$ cat src/rtl/imm_ext_pkg.sv
// Shared types for the decode-stage immediate extender: format codes and entry layout.
// Latency: none (types and constants only).
// Backpressure: not applicable.
package imm_ext_pkg;

    // Immediate format select. Codes 6 and 7 are illegal and flagged as fmt_err.
    typedef enum logic [2:0] {
        FMT_I = 3'd0,
        FMT_S = 3'd1,
        FMT_B = 3'd2,
        FMT_J = 3'd3,
        FMT_U = 3'd4,
        FMT_Z = 3'd5
    } imm_fmt_t;

    localparam int ERR_CNT_W = 8;

    // Widest supported entry. Pipelines sized for a narrower XLEN/TAG_W
    // declare their own entry type with the same field order.
    localparam int IMM_W_MAX = 64;
    localparam int TAG_W_MAX = 8;

    typedef struct packed {
        logic [IMM_W_MAX-1:0] imm;
        logic                 fmt_err;
        logic [TAG_W_MAX-1:0] tag;
    } imm_entry_t;

endpackage

$ cat src/rtl/imm_pipe_slot.sv
// One elastic register stage carrying a valid bit and an opaque entry.
// Latency: 1 cycle per slot.
// Backpressure: loads whenever empty or when the downstream stage advances; holds otherwise.
module imm_pipe_slot
    import imm_ext_pkg::*;
#(
    parameter type entry_t = imm_entry_t
) (
    input  logic   clk,
    input  logic   rst,
    input  logic   flush,
    input  logic   up_vld,
    input  entry_t up_dat,
    input  logic   dn_adv,
    output logic   vld,
    output entry_t dat,
    output logic   adv
);

    // The slot can take a new entry when it is empty or its entry is moving on.
    assign adv = !vld || dn_adv;

    // Stage register: reset beats flush, flush only drops the valid bit.
    always_ff @(posedge clk) begin
        if (rst) begin
            vld <= 1'b0;
            dat <= '0;
        end else if (flush) begin
            vld <= 1'b0;
        end else if (adv) begin
            vld <= up_vld;
            dat <= up_dat;
        end
    end

endmodule

$ cat src/rtl/imm_ext_pipe.sv
// Pipelined I/S/B/J/U/Z immediate extender with pass-through tag and illegal-format counter.
// Latency: STAGES cycles (1..4), one entry per cycle when out_ready stays high.
// Backpressure: valid/ready; stalls hold every stage, in_ready drops once all stages are full.
// Optional flush port enabled by defining IMMEXT_FLUSH_EN.
module imm_ext_pipe
    import imm_ext_pkg::*;
#(
    parameter int XLEN   = 32,
    parameter int STAGES = 2,
    parameter int TAG_W  = 5
) (
    input  logic                 clk,
    input  logic                 rst,
    input  logic                 in_valid,
    output logic                 in_ready,
    input  logic [24:0]          in_imm,
    input  logic [2:0]           in_imm_src,
    input  logic [TAG_W-1:0]     in_tag,
`ifdef IMMEXT_FLUSH_EN
    input  logic                 flush,
`endif
    output logic                 out_valid,
    input  logic                 out_ready,
    output logic [XLEN-1:0]      out_imm,
    output logic                 out_fmt_err,
    output logic [TAG_W-1:0]     out_tag,
    output logic [ERR_CNT_W-1:0] err_cnt
);

    // Entry layout sized for this instance; same field order as imm_entry_t.
    typedef struct packed {
        logic [XLEN-1:0]  imm;
        logic             fmt_err;
        logic [TAG_W-1:0] tag;
    } entry_t;

    logic             flush_req;
    logic [XLEN-1:0]  ext_imm;
    logic             ext_err;
    logic [5:0]       shamt;
    logic [STAGES:0]  adv;
    logic [STAGES:0]  stg_vld;
    entry_t           stg_dat [STAGES+1];

`ifdef IMMEXT_FLUSH_EN
    assign flush_req = flush;
`else
    assign flush_req = 1'b0;
`endif

    // Shift amounts are 5 bits wide on RV32 and 6 bits on RV64.
    assign shamt = {(XLEN == 64) ? in_imm[18] : 1'b0, in_imm[17:13]};

    // Extend the raw instruction bits [31:7] according to the selected format.
    always_comb begin
        ext_imm = '0;
        ext_err = 1'b0;
        case (in_imm_src)
            FMT_I:   ext_imm = XLEN'($signed(in_imm[24:13]));
            FMT_S:   ext_imm = XLEN'($signed({in_imm[24:18], in_imm[4:0]}));
            FMT_B:   ext_imm = XLEN'($signed({in_imm[24], in_imm[0], in_imm[23:18],
                                              in_imm[4:1], 1'b0}));
            FMT_J:   ext_imm = XLEN'($signed({in_imm[24], in_imm[12:5], in_imm[13],
                                              in_imm[23:14], 1'b0}));
            FMT_U:   ext_imm = XLEN'($signed({in_imm[24:5], 12'b0}));
            FMT_Z:   ext_imm = XLEN'(shamt);
            default: ext_err = 1'b1;
        endcase
    end

    // Stage 0 is fed straight from the inputs; nothing enters during a flush.
    assign stg_vld[0]         = in_valid && !flush_req;
    assign stg_dat[0].imm     = ext_imm;
    assign stg_dat[0].fmt_err = ext_err;
    assign stg_dat[0].tag     = in_tag;
    assign adv[STAGES]        = out_ready;
    assign in_ready           = adv[0] && !flush_req;

    genvar k;
    for (k = 0; k < STAGES; k++) begin : g_stage
        imm_pipe_slot #(
            .entry_t (entry_t)
        ) u_slot (
            .clk    (clk),
            .rst    (rst),
            .flush  (flush_req),
            .up_vld (stg_vld[k]),
            .up_dat (stg_dat[k]),
            .dn_adv (adv[k+1]),
            .vld    (stg_vld[k+1]),
            .dat    (stg_dat[k+1]),
            .adv    (adv[k])
        );
    end

    assign out_valid   = stg_vld[STAGES];
    assign out_imm     = stg_dat[STAGES].imm;
    assign out_fmt_err = stg_dat[STAGES].fmt_err;
    assign out_tag     = stg_dat[STAGES].tag;

    // Count illegal-format entries as they are captured, saturating at all-ones.
    always_ff @(posedge clk) begin
        if (rst) begin
            err_cnt <= '0;
        end else if (in_valid && in_ready && ext_err && (err_cnt != '1)) begin
            err_cnt <= err_cnt + ERR_CNT_W'(1);
        end
    end

endmodule

$ cat config.mk
export PLATFORM = sky130hd
export DESIGN_NAME = imm_ext_pipe
export DESIGN_NICKNAME = d
export VERILOG_FILES = /design/src/rtl/imm_ext_pkg.sv /design/src/rtl/imm_pipe_slot.sv /design/src/rtl/imm_ext_pipe.sv
export SDC_FILE = /design/constraint.sdc
export NUM_CORES = 1
export LEC_CHECK = 0
export CORE_MARGIN = 3
export CORE_UTILIZATION = 45
export DETAILED_ROUTE_END_ITERATION = 6
export GPL_ROUTABILITY_DRIVEN = 0
export PLACE_DENSITY = 0.74
export SYNTH_ARGS = -nofsm -noshare
export SYNTH_HDL_FRONTEND = slang
export SYNTH_SLANG_ARGS = --single-unit
$ cat constraint.sdc
create_clock -name clk -period 2.7 [get_ports clk]
set_input_delay 0.27 -clock clk [delete_from_list [all_inputs] [get_ports clk]]
set_output_delay 0.27 -clock clk [all_outputs]
set_load 0.02 [all_outputs]
# Yosys cells after proc, flatten, opt, wreduce, memory -nomap -nowiden
# Cells that the tools add are included.
# word_totals
regBits	86
n_memories	0
ram_bits	0
inputBits	37
latch_bits	0
romBits	0
output_inout_bits	48
# op_classes
shifts	0
n_mul	0
div_mod_pow	0
reduce_logical	9
eq_ne	6
add_sub_neg	1
n_bitwise	0
n_mux	2
n_lt_le_gt_ge	0
# op_table
cell	count
one-hot mux 32 bit (6 select lines)	1
adder 8 x 1 -> 8 bit (second input constant)	1
inequality test 8 bit (second input constant)	1
equality test 3 x 2 -> 1 bit (second input constant)	2
equality test 3 bit (second input constant)	2
OR reduction 6 bit	1
equality test 3 x 1 -> 1 bit (second input constant)	1
logical AND 1 bit	3
logical NOT 3 bit	1
logical NOT 1 bit	2
logical OR 1 bit	2
2-to-1 mux 1 bit	1

# Longest topological paths before layout
# logic_depth
word_depth	6
ltp_mapped	6
mapped_depth_nobuf	5

# Hierarchy
# From an unflattened synthesis, not the netlist that was laid out.
# hier_totals
cells_unflattened	482
area_unflattened_um2	4184.0
# by_module_without_submodules
mod	n_inst	seq_area_each_um2	cells_each	area_each_um2
imm_pipe_slot	2	780.7	177	1597.8
imm_ext_pipe	1	160.2	128	988.4

# Worst setup path after synthesis
# Ideal clock, no wire load.
# synth_timing
path_kind	reg2reg
from	reg err_cnt[0]
to	reg err_cnt[1]
period_less_slack_ns	1.543
stages_incl_launch_ff	6
setup_time_ns	0.128
path_slack_ns	1.157
arrival_time_ns	1.415
path_buffers	0
cell_sequence	dfxtp_1 -> ha_1 -> nand4_1 -> o211ai_1 -> mux2i_1 -> nor2_1
# synth_via
elab_chain_cells	2
elab_cells_between_ends	3
cone_classes	add/sub (1); eq/ne (1); reduce/logical (1)
# synth_rtl
item	line	source
from (decl)	imm_ext_pipe.sv:27	output logic [ERR_CNT_W-1:0] err_cnt
from (signal assigned)	imm_ext_pipe.sv:106	err_cnt <= err_cnt + ERR_CNT_W'(1);
branches (longest 2 deep; another with adder 8 x 1 -> 8 bit)	-	
# Parallel ways; which one is timed is not known.
# A chain may end at the register's enable or synchronous reset.

# Final worst setup path
# layout_timing
from	in out_ready
to	out in_ready
# layout_via
elab_chain_cells	2
# layout_rtl
item	line	source
from (decl)	imm_ext_pipe.sv:23	input logic out_ready,
logical OR 1 bit (2 in series)	imm_pipe_slot.sv:21	assign adv = !vld || dn_adv;
to (decl)	imm_ext_pipe.sv:15	output logic in_ready,
# Every way passes these cells.

==> results.cfg <==
[job]
cap_violations = 0

[worst_setup_path]
cp-start-kind = input port
cp_slowest_cell = clkdlybuf4s50_1
crit_cells = 4
crit_buf_inv = 3
critical_path.max_stage_delay_ns = 0.60
crit_start = out_ready
reg2reg_to = g_stage[0].u_slot.dat[9]$_SDFFE_PP0N_
crit_required_ns = 2.43
cp_cell_sequence = clkdlybuf4s50_1 > and3b_1 > inv_1 > clkdlybuf4s50_1
crit_type = in2out
crit_path_frequent_cell = clkdlybuf4s50_1
rrSetupSlack_ns = 1.00
cpLargestDelayFamily = buffers and inverters
crit_path_end_kind = primary output
crit_fanout = 4
critPathCapture = in_ready
arrival_ns = 1.70
timing.rr.start = g_stage[1].u_slot.vld$_SDFFE_PP0P_
r2r_cells = 5

[global_route]
grt_pass1_wl_um = 13600
gr-total-overflow = 0
grt_usage_pct = 19.5
grt_max_degree = 40
antenna_found_initial = 0
grt_pass1_vias = 2834

[yosys]
synth-async-reset-ratio_pct = 0
yosys.cell_types.count = 42
synth-seq-cells = 86
ys_seq_area_share_pct = 50.3
synth_edf_count = 0
syn_area_per_cell_um2 = 8.25
syn_inst = 415
synth_nets = 453
ys.flop_type = dfxtp_1
synth_area_um2 = 3420
synth_warnings = 0

[floorplanning]
ioPinCount = 85
fp.dieH_um = 93.2
coreArea_um2 = 7330
die_x_um = 93.2
rows = 31
start_util_pct = 46.7
die_area_um2 = 8690

[timing]
hold_viol_final = 0
rsz0062_at_grt = false
setup_tns_ns = 0
slew_headroom_pct = 39.6
fmax_mhz = 508
tightest_slew_ns = 0.907
timing.hold.ws_ns = 0.331
min_period_over_period_pct = 72.9
setup_ws_ns = 0.732
skew_ns = 0.00651
setup_viol = 0
layout_min_cycle_time_ns = 1.97
slew_violations = 0

[cells_and_area]
mostFrequentLayoutCell = nand2_1
final_util_pct = 61.6
layout-drive-gt1-share_pct = 6.90
final_nets = 526
fin_cells = 592
syn_to_final_growth_pct = 31.9
post-route-cell-area_um2 = 4520
final_cell_mix = nand2_1, dfxtp_1, clkdlybuf4s50_1
n_antenna_cell = 0

[placement]
dp.cells = 576
dpl-instance-area_um2 = 4320
numPortBuffers = 84
pre_cts_slack_ns = 0.584
dp_hpwl_um = 5790

[power_and_ir_drop]
total_power_mw = 2.55
p_per_area_nw_per_um2 = 564
cellLeakagePower_nw = 1.68
vdd_drop_max_mv = 0.303

[routing]
ant_nets = 0
routed_wl_um = 8150
dr.first_iter.drc_count = 197
vias = 3062
drt_pass1_iterations = 5
drc = 0
wl_per_cell_um = 13.8
vias_per_cell = 5.17

[cts]
worstSkewPairLatency_ns = 0.36
clock_tree.root_cell = clkbuf_8
cts_tree = built
clock_path_buffers = 2
cts.sinks = 86
cts_max_level = 3
cts.reportedPaths.clkPinSlew_ns = 0.09
cts_setup_buffers = 0
cts_buffers = 9
cts_hold_buf = 0
cts_resized = 0

[hold_path]
hold_start = rst
hold_class = in2reg

[status]
outcome = complete, no violations
[worst min-delay path by stage]
stage,endpoint,slack (ns),cells past startpoint
after floorplan,g_stage[0].u_slot.vld$_SDFFE_PP0N_,0.39,2
after global placement,g_stage[0].u_slot.dat[21]$_SDFFE_PP0N_,0.44,2
after detailed placement,g_stage[1].u_slot.dat[27]$_SDFFE_PP0P_,0.45,2
after CTS,g_stage[0].u_slot.dat[17]$_SDFFE_PP0N_,0.32,2
after global routing,g_stage[1].u_slot.dat[4]$_SDFFE_PP0P_,0.35,2
final,g_stage[0].u_slot.vld$_SDFFE_PP0N_,0.33,2
[Yosys cell counts (3+ instances only)]
library cell / number / share of area [%]
a21o_1: 11 / 2.4
a21oi_1: 63 / 9.2
a221o_1: 3 / 0.88
a22oi_1: 13 / 2.9
buf_1: 4 / 0.44
buf_2: 11 / 1.6
clkbuf_1: 15 / 1.6
dfxtp_1: 86 / 50
inv_1: 3 / 0.33
mux2i_1: 9 / 2.6
nand2_1: 105 / 12
nand2b_1: 3 / 0.55
nand3_1: 8 / 1.2
nand3b_1: 7 / 1.5
nand4_1: 3 / 0.55
nor2_1: 27 / 3.0
nor2b_1: 3 / 0.55
nor4_1: 3 / 0.55
o21ai_0: 12 / 1.8
[area by class of cell]
| class | instances | area (um2) |
|---|---|---|
| flip-flops and latches | 86 | 1720 |
| fillers | 643 | 2810 |
| well taps | 99 | 124 |
| repair buffers | 94 | 911 |
| clock inverters | 6 | 70.1 |
| multi-input cells | 294 | 1550 |
| clock buffers | 10 | 128 |
| inverters | 3 | 11.3 |
[power breakdown]
group / internal, mW / switching, mW
registers: 1.32 / 0.0281
clock network: 0.434 / 0.469
logic: 0.145 / 0.151
[logic make-up after synthesis]
family	Yosys count	synth area share (%)
fa+ha+maj	1	0.365
flops	86	50.3
compound gates	111	19.3
buf+inv	35	4.46
mux	10	2.96
simple gates	170	21.9
xor+xnor	2	0.731
[registers in the layout, indices dropped and copies added (netlist names)]
signal and flops:
err_cnt 8, g_stage.u_slot.dat 76, g_stage.u_slot.vld 2
[layer usage]
metal	wire length (um)	vias up	GRT usage [%]
met2	3850	76	30.4
met3	365	8	4.26
met1	3830	1425	26.6
met5	0	-	0
li1	-	1553	-
met4	105	0	6.96
Note: power is estimated with default switching activity, not from simulation.
